<file path="config.mk">
export PLATFORM = sky130hd
export DESIGN_NAME = dff_pipe_chain_flat
export DESIGN_NICKNAME = d
export VERILOG_FILES = /design/src/rtl/dff_pipe_chain_pkg.sv /design/src/rtl/dff_pipe_chain_if.sv /design/src/rtl/dff_pipe_chain_pipe_stage.sv /design/src/rtl/dff_pipe_chain.sv /design/src/flat_wrapper.sv
export SDC_FILE = /design/constraint.sdc
export NUM_CORES = 1
export LEC_CHECK = 0
export CELL_PAD_IN_SITES_DETAIL_PLACEMENT = 1
export CELL_PAD_IN_SITES_GLOBAL_PLACEMENT = 2
export CORE_UTILIZATION = 38
export DETAILED_ROUTE_END_ITERATION = 10
export DONT_BUFFER_PORTS = 1
export GPL_ROUTABILITY_DRIVEN = 0
export PLACE_DENSITY_LB_ADDON = 0.1
export SLEW_MARGIN = 20
export SYNTH_ARGS = -nofsm -noshare
export SYNTH_HDL_FRONTEND = slang
export SYNTH_SLANG_ARGS = --single-unit
</file>
<file path="constraint.sdc">
create_clock -name clk -period 3.3 [get_ports clk]
set_input_delay 0.66 -clock clk [delete_from_list [all_inputs] [get_ports clk]]
set_output_delay 0.66 -clock clk [all_outputs]
set_load 0.005 [all_outputs]
</file>
<file path="src/rtl/dff_pipe_chain_pkg.sv">
// Shared constants and helpers for the dff_pipe_chain register chain.
// Optional feature macro: DFF_PIPE_FLUSH_EN (adds the flush input).
package dff_pipe_chain_pkg;

    localparam int DFF_PIPE_DEF_WIDTH = 4;
    localparam int DFF_PIPE_DEF_DEPTH = 3;

    // Width of a counter able to hold 0..depth inclusive.
    function automatic int count_width(input int depth);
        return (depth < 1) ? 1 : $clog2(depth + 1);
    endfunction

endpackage

</file>
<file path="src/rtl/dff_pipe_chain_if.sv">
// Handshake bundle for dff_pipe_chain: input side, output side and occupancy.
// With DFF_PIPE_FLUSH_EN defined the bundle also carries flush.
interface dff_pipe_chain_if
    import dff_pipe_chain_pkg::*;
#(
    parameter int WIDTH = DFF_PIPE_DEF_WIDTH,
    parameter int DEPTH = DFF_PIPE_DEF_DEPTH
) ();

    logic                          in_valid;
    logic                          in_ready;
    logic [WIDTH-1:0]              in_data;
    logic                          out_valid;
    logic                          out_ready;
    logic [WIDTH-1:0]              out_data;
    logic [count_width(DEPTH)-1:0] count;
`ifdef DFF_PIPE_FLUSH_EN
    logic                          flush;

    modport master (output in_valid, in_data, out_ready, flush,
                    input  in_ready, out_valid, out_data, count);
    modport slave  (input  in_valid, in_data, out_ready, flush,
                    output in_ready, out_valid, out_data, count);
`else
    modport master (output in_valid, in_data, out_ready,
                    input  in_ready, out_valid, out_data, count);
    modport slave  (input  in_valid, in_data, out_ready,
                    output in_ready, out_valid, out_data, count);
`endif

endinterface

</file>
<file path="src/rtl/dff_pipe_chain_pipe_stage.sv">
// One valid/data register pair of the chain. rst clears both, clr clears
// only the valid bit, and data loads only when the incoming word is valid.
module pipe_stage #(
    parameter int WIDTH = 4
) (
    input  logic             clk,
    input  logic             rst,
    input  logic             clr,
    input  logic             load,
    input  logic             src_valid,
    input  logic [WIDTH-1:0] src_data,
    output logic             valid,
    output logic [WIDTH-1:0] data
);

    logic             valid_reg;
    logic [WIDTH-1:0] data_reg;

    always_ff @(posedge clk) begin
        if (rst) begin
            valid_reg <= 1'b0;
            data_reg  <= '0;
        end else if (clr) begin
            valid_reg <= 1'b0;
        end else if (load) begin
            valid_reg <= src_valid;
            if (src_valid) begin
                data_reg <= src_data;
            end
        end
    end

    assign valid = valid_reg;
    assign data  = data_reg;

endmodule

</file>
<file path="src/rtl/dff_pipe_chain.sv">
// DEPTH-stage handshaked register chain with bubble collapse and a
// combinational ready path. Optional flush via DFF_PIPE_FLUSH_EN.
module dff_pipe_chain
    import dff_pipe_chain_pkg::*;
#(
    parameter int WIDTH = DFF_PIPE_DEF_WIDTH,
    parameter int DEPTH = DFF_PIPE_DEF_DEPTH
) (
    input  logic             clk,
    input  logic             rst,
    dff_pipe_chain_if.slave  bus
);

    localparam int CW = count_width(DEPTH);

    logic [DEPTH-1:0] v;
    logic [DEPTH-1:0] space;
    logic [DEPTH-1:0] adv;
    logic [DEPTH-1:0] src_v;
    logic [WIDTH-1:0] d     [DEPTH];
    logic [WIDTH-1:0] src_d [DEPTH];
    logic             flush_now;
    logic             in_ready_int;
    logic             accept;
    logic             pop;
    logic [CW-1:0]    count_reg;
    logic [CW-1:0]    count_next;

`ifdef DFF_PIPE_FLUSH_EN
    assign flush_now = bus.flush;
`else
    assign flush_now = 1'b0;
`endif

    // Walk from the output end back: a stage has room if it is empty or
    // its word is leaving; "ahead" carries the room of the next stage.
    always_comb begin
        logic ahead;
        space = '0;
        adv   = '0;
        ahead = bus.out_ready;
        for (int i = DEPTH - 1; i >= 0; i--) begin
            adv[i]   = v[i] & ahead;
            space[i] = ~v[i] | adv[i];
            ahead    = space[i];
        end
    end

    assign in_ready_int = space[0] & ~flush_now;
    assign accept       = bus.in_valid & in_ready_int;
    assign pop          = v[DEPTH-1] & bus.out_ready;

    for (genvar gi = 0; gi < DEPTH; gi++) begin : g_stage
        if (gi == 0) begin : g_head
            assign src_v[gi] = bus.in_valid;
            assign src_d[gi] = bus.in_data;
        end else begin : g_body
            assign src_v[gi] = v[gi-1];
            assign src_d[gi] = d[gi-1];
        end

        pipe_stage #(.WIDTH(WIDTH)) u_stage (
            .clk       (clk),
            .rst       (rst),
            .clr       (flush_now),
            .load      (space[gi]),
            .src_valid (src_v[gi]),
            .src_data  (src_d[gi]),
            .valid     (v[gi]),
            .data      (d[gi])
        );
    end

    always_comb begin
        count_next = count_reg;
        case ({accept, pop})
            2'b10:   count_next = count_reg + 1'b1;
            2'b01:   count_next = count_reg - 1'b1;
            default: count_next = count_reg;
        endcase
    end

    always_ff @(posedge clk) begin
        if (rst || flush_now) begin
            count_reg <= '0;
        end else begin
            count_reg <= count_next;
        end
    end

    // Outputs are forced to their idle values for as long as rst is held.
    assign bus.in_ready  = rst | in_ready_int;
    assign bus.out_valid = ~rst & v[DEPTH-1];
    assign bus.out_data  = rst ? '0 : d[DEPTH-1];
    assign bus.count     = rst ? '0 : count_reg;

endmodule

</file>
<file path="src/flat_wrapper.sv">
// flat-port wrapper written by rule: the top's interface ports become plain ports
module dff_pipe_chain_flat import dff_pipe_chain_pkg::*;
#(
    parameter int WIDTH = DFF_PIPE_DEF_WIDTH,
    parameter int DEPTH = DFF_PIPE_DEF_DEPTH
)
  (clk, rst, bus_in_valid, bus_in_data, bus_out_ready, bus_in_ready, bus_out_valid, bus_out_data, bus_count);
  dff_pipe_chain_if #(.WIDTH(WIDTH), .DEPTH(DEPTH)) bus_i ();
  input  logic clk;
  input  logic rst;
  input wire logic [$bits(bus_i.in_valid)-1:0] bus_in_valid;
  input wire logic [$bits(bus_i.in_data)-1:0] bus_in_data;
  input wire logic [$bits(bus_i.out_ready)-1:0] bus_out_ready;
  output wire logic [$bits(bus_i.in_ready)-1:0] bus_in_ready;
  output wire logic [$bits(bus_i.out_valid)-1:0] bus_out_valid;
  output wire logic [$bits(bus_i.out_data)-1:0] bus_out_data;
  output wire logic [$bits(bus_i.count)-1:0] bus_count;
  assign bus_i.in_valid = bus_in_valid;
  assign bus_i.in_data = bus_in_data;
  assign bus_i.out_ready = bus_out_ready;
  assign bus_in_ready = bus_i.in_ready;
  assign bus_out_valid = bus_i.out_valid;
  assign bus_out_data = bus_i.out_data;
  assign bus_count = bus_i.count;
  dff_pipe_chain #(.WIDTH(WIDTH), .DEPTH(DEPTH)) u_core (.clk(clk), .rst(rst), .bus(bus_i));
endmodule
</file>
Word-level counts from Yosys, hierarchy flattened
Index checks and enable logic that the tools add are counted.
W data, S select, Z words.
- memories: 0
- output and inout port bits: 8
- logic and storage cells: 31
- register bits after elaboration: 17
- input bits: 8
- bits in latches: 0
- bits in read-only memories: 0
- bits in writable memories: 0
- equality and inequality tests: 2
- reduce and logical (&&, ||, !) cells: 4
- order comparisons: 0
- $add $sub $neg: 2
- shift-type cells: 0
- div/mod/pow operators: 0
- $mul: 0
- bitwise operators: 13
- multiplexer cells: 3
- operators by type and width (cell ; count):
    $reduce_and A2 Y1 ; 3
    $and A1 B1 Y1 ; 5
    $mux W4 ; 1
    $not A1 Y1 ; 4
    $or A1 B1 Y1 ; 4
    $pmux W2 S2 ; 1
    $add A2 B1 Y2 const B ; 1
    $eq A2 B1 Y1 const B ; 1
    $eq A2 B2 Y1 const B ; 1
    $mux W2 ; 1
    $reduce_bool A2 Y1 ; 1
    $sub A2 B1 Y2 const B ; 1

Depth between registers and ports, before layout
Gate-level depths: netlist of run 1.
- depth in word-level cells: 9
- mapped depth: 8
- gate-level depth less buffers: 7

Cells and area by module
A second synthesis of run 1 with hierarchy kept.
- cells, all modules: 87
- area total of the unflattened synthesis: 850.8 µm²
- by module, submodules not included (module ; sequential area each (µm²) ; area each (µm²) ; cells each ; instances):
    pipe_stage ; 100.1 ; 225.2 ; 21 ; 3
    dff_pipe_chain ; 40.0 ; 175.2 ; 24 ; 1

Least setup slack after synthesis of run 1
OpenSTA, ideal clock, no wires.
- kind: input port to flip-flop
- from: in bus_out_ready
- to: reg u_core.count_reg[1]
- data required time: 3241 ps
- slack: 1360 ps
- cell stages on the path: 6
- arrival: 1880 ps
- buffers on the path: 0
- library setup time: 59 ps
- path through: nand4b_4 and2_4 inv_2 ha_1 or4_1 nand2_1
- cells in the longest elaborated chain, start to end: 9
- elaborated cells between the ends (all ways): 11
- classes of those cells: 2 x eq/ne; 1 x mux; 7 x bitwise; 1 x reduce/logical
- RTL lines (item ; RTL line ; text):
    start, declared ; flat_wrapper.sv:13 ; input wire logic [$bits(bus_i.out_ready)-1:0] bus_out_ready;
    $and A1 B1 Y1 (*) ; dff_pipe_chain.sv:43, dff_pipe_chain.sv:51 ;
    $or A1 B1 Y1 ; dff_pipe_chain.sv:44 ; space[i] = ~v[i] | adv[i];
    $and A1 B1 Y1 ; dff_pipe_chain.sv:43 ; adv[i] = v[i] & ahead;
    $or A1 B1 Y1 ; dff_pipe_chain.sv:44 ;
    $and A1 B1 Y1 ; dff_pipe_chain.sv:43 ;
    $or A1 B1 Y1 ; dff_pipe_chain.sv:44 ;
    $and A1 B1 Y1 ; dff_pipe_chain.sv:50 ; assign accept = bus.in_valid & in_ready_int;
    $eq A2 B1 Y1 or $eq A2 B2 Y1 (tied branches) ; dff_pipe_chain.sv:76 ; case ({accept, pop})
    $pmux W2 S2 or $reduce_bool A2 Y1 (tied branches) ; - ;
    end signal, assigned ; dff_pipe_chain.sv:87 ; count_reg <= count_next;
    end, declared ; dff_pipe_chain.sv:26 ; logic [CW-1:0] count_reg;
Mark *: on every way between the ends. The rest lies on a longest branch, timed or not.
A chain may end at the register's enable or synchronous reset.

Worst setup path after layout of run 1
- from: reg u_core.g_stage[1].u_stage.valid_reg
- to: out bus_in_ready
- cells in the longest elaborated chain, start to end: 5
- elaborated cells between the ends (all ways): 6
- classes of those cells: 6 x bitwise
- RTL lines (item ; RTL line ; text):
    start, declared ; dff_pipe_chain_pipe_stage.sv:16 ; logic valid_reg;
    start signal, assigned ; dff_pipe_chain_pipe_stage.sv:26 ; valid_reg <= src_valid;
    $and A1 B1 Y1 or $not A1 Y1 (tied branches) ; dff_pipe_chain.sv:43, dff_pipe_chain.sv:44 ;
    $or A1 B1 Y1 (*) ; dff_pipe_chain.sv:44 ;
    $and A1 B1 Y1 (*) ; dff_pipe_chain.sv:43 ;
    $or A1 B1 Y1 (*) ; dff_pipe_chain.sv:44 ;
    $or A1 B1 Y1 (*) ; dff_pipe_chain.sv:92 ; assign bus.in_ready = rst | in_ready_int;
    end, declared ; flat_wrapper.sv:14 ; output wire logic [$bits(bus_i.in_ready)-1:0] bus_in_ready;
Marked as above.

==> metrics.csv, run 1 <==
metric;value;unit
run_status;finished, final reports clean;
yosys.area.top_type;sky130_fd_sc_hd__dfxtp_1;
ys_top_cells_by_count;17 x sky130_fd_sc_hd__dfxtp_1, 9 x sky130_fd_sc_hd__nand2b_1, 8 x sky130_fd_sc_hd__o21ai_1;
slew_violations;0;
path_max_fanout;8;
power.static_leakage;0.305;nW
seq_power_share;0.617;
largest_register_ff_count;12;
path_clk_slew;0.10;ns
critical_path.max_stage_delay;0.58;ns
rows;15;
diodes;0;
post_dp_cell_area;783;um^2
post-route-period-util;0.605;
syn-cell-area;772;um^2
grt_overflow;0;
drive_above_1_share;0.123;
criticalPathCategory;register to output port;
route.detailed.vias_per_inst;5.13;
timing.final.crit_period;2.00;ns
hold_path.class;input port to register;
timing_hold_violations_final;0;
launching_element_type_of_the_critical_path;register;
holdBufCountCts;0;
placed_cells_incl_taps;102;
antenna_found_initial;0;
rsz0062_at_grt;false;
detailedPlace.worstSlack;1.26;ns
finalSetupTns;0;ns
cp_endpoint_kind;output port;
peakVddDrop;0.235;mV
ys_warn_count;0;
die-width;47.1;um
yosys.cell_count.top_type;sky130_fd_sc_hd__dfxtp_1;
synthesis.area_per_instance;9.53;um^2
net_switching_fraction_of_the_power;0.229;
place.detailed.hpwl;1.04;mm
fp.coreArea;1820;um^2
ys_ff_latch;17;
internal_power;276;uW
numPortBuffers;0;
clk_root_buffer_cell;sky130_fd_sc_hd__clkbuf_4;
dieHeight;47.1;um
yosysTopAreaCellShare;0.441;
synth.lib_cells_used.distinct;27;
instances_no_fill;106;
mappedNetlistNets;90;
clk-insertion-delay-late;0.28;ns
cts-resized-gates;0;
number_of_buffers_created_by_cts;3;
drt_iter0_drc;4;
numClockSinks;17;
syn_to_final_growth;4.86;%
cp_data_required_time;2.64;ns
design.final.nets;91;
drt_pre_antenna_iters;4;
timing.clock.skew;0.00267;ns
grt_first_pass_wirelength;2.33;mm
post-route-drc-count;0;
netSwitchingPower;82.0;uW
maxSlewHeadroom;0.728;
starting_density_of_the_core;0.424;
logic_pwr_share;0.074;
totalWireLength;1.41;mm
maximum_number_of_pins_on_one_net_before_global_route_repair;30;
number_of_setup_violations_in_the_final_report;0;
final_critical_path_setup_slack;1.30;ns
cts-htree-levels;1;
track_usage;0.158;
floorplan.io_pins;16;
synth.yosys.seq_area_share;0.441;
cell_by_cell_trace_of_the_critical_path;nand4b_4 > or2_1;
yosys-top-cells-area;sky130_fd_sc_hd__dfxtp_1 44%, sky130_fd_sc_hd__nand2b_1 7.3%, sky130_fd_sc_hd__mux2i_1 5.2%;
postSynth.asyncResetShare;0;
cp.arrival;1.34;ns
clock_power_share;0.309;
maxCapViolCount;0;
dominantRegCellSynth;sky130_fd_sc_hd__dfxtp_1;
final_design_area_no_fill;810;um^2
detail-route-antenna-nets;0;
post-cts-setup-buffer-count;0;
num_vias;544;
routed_wire_length_per_instance;13.3;um
synth-edff-count;0;
cts_max_path_buffers;2;
postSynthCellCount;81;
cts_tree;yes;
max_freq;501;MHz
power_density;442;nW/um^2
worst_path_max_delay_cell;sky130_fd_sc_hd__dfxtp_1;
die-area;2220;um^2
grt_pass1_vias;514;
tightest_slew;0.408;ns
==> critical path: cells and delay by family (launching register included) <==
kind / cells / cell delay, ns
DFF: 1 / 0.58
and+or+nand+nor: 2 / 0.47
==> logic make-up after synthesis <==
kind of cell / synth area share
compound gates: 0.128
buf+inv: 0.0405
flops: 0.441
simple gates: 0.300
mux: 0.0519
fa+ha+maj: 0.0162
xor+xnor: 0.0227
==> area by class of cell <==
type | count | area [um^2]
inverter | 3 | 11.3
clock buffer | 4 | 26.3
fill | 233 | 1010
tap | 25 | 31.3
sequential | 17 | 340
multi-input combinational | 57 | 400
==> per-stage QoR <==
step	utilization	hold slack, ns	power [mW]
after floorplan	-	0.444	0.252
after global placement	0.430	0.454	0.252
after detailed placement	0.430	0.457	0.253
after CTS	0.445	0.415	0.365
after global routing	0.445	0.400	0.380
final	0.445	0.428	0.358
==> layer usage <==
layer / track usage / wire length (um) / vias up
li1: - / - / 278
met1: 0.214 / 657 / 247
met2: 0.225 / 662 / 17
met3: 0.0346 / 72 / 2
met4: 0.103 / 15 / 0
met5: 0 / 0 / -
==> placed cells by master, fill, tap and decap left out <==
| cell | count |
|---|---|
| sky130_fd_sc_hd__nor2_1 | 2 |
| sky130_fd_sc_hd__xor2_1 | 1 |
| sky130_fd_sc_hd__clkbuf_1 | 1 |
| sky130_fd_sc_hd__and2_1 | 1 |
| sky130_fd_sc_hd__nand3_1 | 4 |
| sky130_fd_sc_hd__or2_1 | 1 |
| sky130_fd_sc_hd__and2b_4 | 1 |
| sky130_fd_sc_hd__nand2_1 | 1 |
| sky130_fd_sc_hd__nor2b_2 | 1 |
| sky130_fd_sc_hd__dfxtp_1 | 17 |
| sky130_fd_sc_hd__nand4b_1 | 4 |
| sky130_fd_sc_hd__mux2i_1 | 4 |
| sky130_fd_sc_hd__inv_2 | 2 |
| sky130_fd_sc_hd__nand4b_4 | 1 |
| sky130_fd_sc_hd__ha_1 | 1 |
| sky130_fd_sc_hd__clkbuf_4 | 3 |
| sky130_fd_sc_hd__inv_1 | 1 |
| sky130_fd_sc_hd__a21boi_4 | 1 |
| sky130_fd_sc_hd__or4_1 | 1 |
| sky130_fd_sc_hd__o21ai_0 | 1 |
| sky130_fd_sc_hd__xnor2_1 | 1 |
| sky130_fd_sc_hd__a21oi_1 | 7 |
| sky130_fd_sc_hd__nand2b_1 | 9 |
| sky130_fd_sc_hd__and2_4 | 1 |
| sky130_fd_sc_hd__o21ai_1 | 8 |
| sky130_fd_sc_hd__nor2b_1 | 6 |
==> power groups by stage <==
stage	registers (mW)	logic [mW]	clock network, mW
detailed placement	0.226	0.0271	0
finish	0.221	0.0266	0.110
global route	0.222	0.0301	0.127
CTS	0.221	0.0272	0.117
floorplan	0.223	0.0293	0
global placement	0.225	0.0265	0
==> worst paths after layout <==
kind / from / to / slack [ns] / cells after the start
max reg2reg: u_core.g_stage[1].u_stage.valid / u_core.count_reg[1] / 1.38 / 6
max: u_core.g_stage[1].u_stage.valid / bus_in_ready / 1.30 / 2
min: rst / u_core.g_stage[0].u_stage.valid / 0.43 / 1
min reg2reg: u_core.g_stage[1].u_stage.data[2] / u_core.g_stage[2].u_stage.data[2] / 0.47 / 2
Power figures use the tool's default switching activity.
==> run 2: changes to the inputs <==
Settings changed: CORE_UTILIZATION 38 to 32.
Clock period 3.3 ns to 1.7 ns, I/O delays scaled along.
==> run 2 against run 1 <==
  * Die area increased by 18%
  * Critical path depth increased by 3
  * Clock skew decreased by 0.0017 ns
  * Routed wire length increased by 3.2%
  * Worst hold slack got worse by 0.32 ns
  * Combinational power increased by 120%
  * Total power increased by 94%
  * Sequential share of layout area decreased by 1.1 points
  * Via count increased by 1.3%
==> metrics.csv, run 2 (same netlist as run 1, synthesis figures left out) <==
metric;value;unit;change
hold_path.class;input port to register;;
sequential_cell_area;344;um^2;+1.1%
number_of_setup_violations_in_the_final_report;0;;unchanged
starting_density_of_the_core;0.346;;-0.0784
final_critical_path_setup_slack;0.0992;ns;-1.20 ns
grt_pass1_vias;551;;+7.2%
multi_input_area;400;um^2;unchanged
dieHeight;51.1;um;+8.6%
fp.coreArea;2230;um^2;+23%
detail-route-antenna-nets;0;;unchanged
floorplan.io_pins;16;;unchanged
routed_wire_length_per_instance;13.0;um;-2.3%
slew_violations;0;;unchanged
post-cts-setup-buffer-count;0;;unchanged
power.static_leakage;0.321;nW;+5.2%
max_freq;625;MHz;
maximum_number_of_pins_on_one_net_before_global_route_repair;30;;unchanged
antenna_found_initial;0;;unchanged
rows;17;;+2
cp.arrival;1.83;ns;+0.49 ns
grt_overflow;0;;unchanged
path_clk_slew;0.09;ns;about the same
drt_iter0_drc;8;;+4
totalWireLength;1.45;mm;+3.2%
post_dp_cell_area;810;um^2;+3.4%
place.detailed.hpwl;1.07;mm;+2.9%
drt_pre_antenna_iters;2;;-2
cts-resized-gates;0;;unchanged
run_status;finished, final reports clean;;
peakVddDrop;0.374;mV;+59%
largest_register_ff_count;12;;unchanged
cp_endpoint_kind;register;;
numPortBuffers;0;;unchanged
drive_above_1_share;0.190;;+0.0670
clk_root_buffer_cell;sky130_fd_sc_hd__clkbuf_4;;
track_usage;0.128;;-0.0301
route.detailed.vias_per_inst;4.92;;-4.1%
timing.clock.skew;0.000991;ns;-0.00168 ns
cts_max_path_buffers;2;;unchanged
power_density;828;nW/um^2;+87%
rsz0062_at_grt;false;;
launching_element_type_of_the_critical_path;register;;
finalSetupTns;0;ns;unchanged
die-width;51.1;um;+8.6%
holdBufCountCts;0;;unchanged
cp_data_required_time;1.93;ns;-0.71 ns
number_of_buffers_created_by_cts;3;;unchanged
numClockSinks;17;;unchanged
cts-htree-levels;1;;unchanged
cts_tree;yes;;
final_design_area_no_fill;840;um^2;+3.7%
maxSlewHeadroom;0.855;;+0.127
num_vias;551;;+1.3%
post-route-drc-count;0;;unchanged
most_common_cell_after_layout_fill_and_taps_aside;sky130_fd_sc_hd__dfxtp_1;;
layout_common_cells;14 x sky130_fd_sc_hd__dfxtp_1, 9 x sky130_fd_sc_hd__nand2b_1, 8 x sky130_fd_sc_hd__o21ai_1;;
grt_first_pass_wirelength;2.44;mm;+4.7%
design.final.nets;94;;+3.3%
clk-insertion-delay-late;0.28;ns;about the same
post-route-period-util;0.942;;
syn_to_final_growth;8.75;%;
criticalPathCategory;register to register;;
nFillCells;268;;+15%
maxCapViolCount;0;;unchanged
diodes;0;;unchanged
path_max_fanout;4;;-4
detailedPlace.worstSlack;0.0528;ns;-1.21 ns
die-area;2610;um^2;+18%
timing.final.crit_period;1.60;ns;
timing_hold_violations_final;0;;unchanged
tightest_slew;0.218;ns;-0.190 ns
-- run 2: cell types whose count changed in the layout (fill, tap and decap cells not counted), sizes merged --
cell	change
buf	+3
-- run 2: path summary, 6_finish.rpt --
kind                            cells after the start  slack [ns]                                end                               from
worst max-delay path                                5         0.1                u_core.count_reg[1]    u_core.g_stage[2].u_stage.valid
worst min-delay path                                1        0.11    u_core.g_stage[0].u_stage.valid                                rst
worst max register to register                      5         0.1                u_core.count_reg[1]    u_core.g_stage[2].u_stage.valid
worst min register to register                      2        0.47  u_core.g_stage[2].u_stage.data[3]  u_core.g_stage[1].u_stage.data[3]
-- run 2: area by class of cell --
type / instances / share of cell area
sequential: 17 / 0.410
tap: 28 / 0.0417
multi-input combinational: 57 / 0.477
inverter: 3 / 0.0134
timing repair buffer: 3 / 0.0268
clock buffer: 4 / 0.0313
-- run 2: power breakdown --
part           switching (mW)  leakage, nW  internal [mW]
Combinational          0.0254        0.166         0.0320
Clock                   0.120       0.0150         0.0910
Sequential             0.0109        0.140          0.416
Total                   0.157        0.321          0.539
-- run 2: worst max-delay path, cell delays in order, from the launching register on --
cell and delay, ns:
sky130_fd_sc_hd__dfxtp_2 0.35, sky130_fd_sc_hd__buf_4 0.14, sky130_fd_sc_hd__and2_1 0.14, sky130_fd_sc_hd__ha_1 0.33, sky130_fd_sc_hd__or4_1 0.52, sky130_fd_sc_hd__nand2_1 0.07
-- run 2: layer usage --
layer | part of all wire | vias up | global-route usage
met4 | 0.0096 | 0 | 0.0694
met5 | 0 | - | 0
met1 | 0.51 | 253 | 0.171
met2 | 0.44 | 12 | 0.189
li1 | - | 284 | -
met3 | 0.039 | 2 | 0.0268
-- run 2: metrics by stage --
step / utilization / power, mW / hold slack (ns) / cells
after global routing: 0.376 / 0.735 / 0.0830 / 112
final: 0.376 / 0.695 / 0.107 / 112
after global placement: 0.362 / 0.493 / 0.413 / 108
after floorplan: - / 0.489 / 0.444 / 81
after CTS: 0.374 / 0.715 / 0.0948 / 112
after detailed placement: 0.362 / 0.494 / 0.414 / 108
==> run 3: changes to the inputs <==
Settings changed: CTS_CLUSTER_SIZE set to 24.
==> results of run 3 <==
No change in the layout: final DEF, timing and power equal those of run 2.
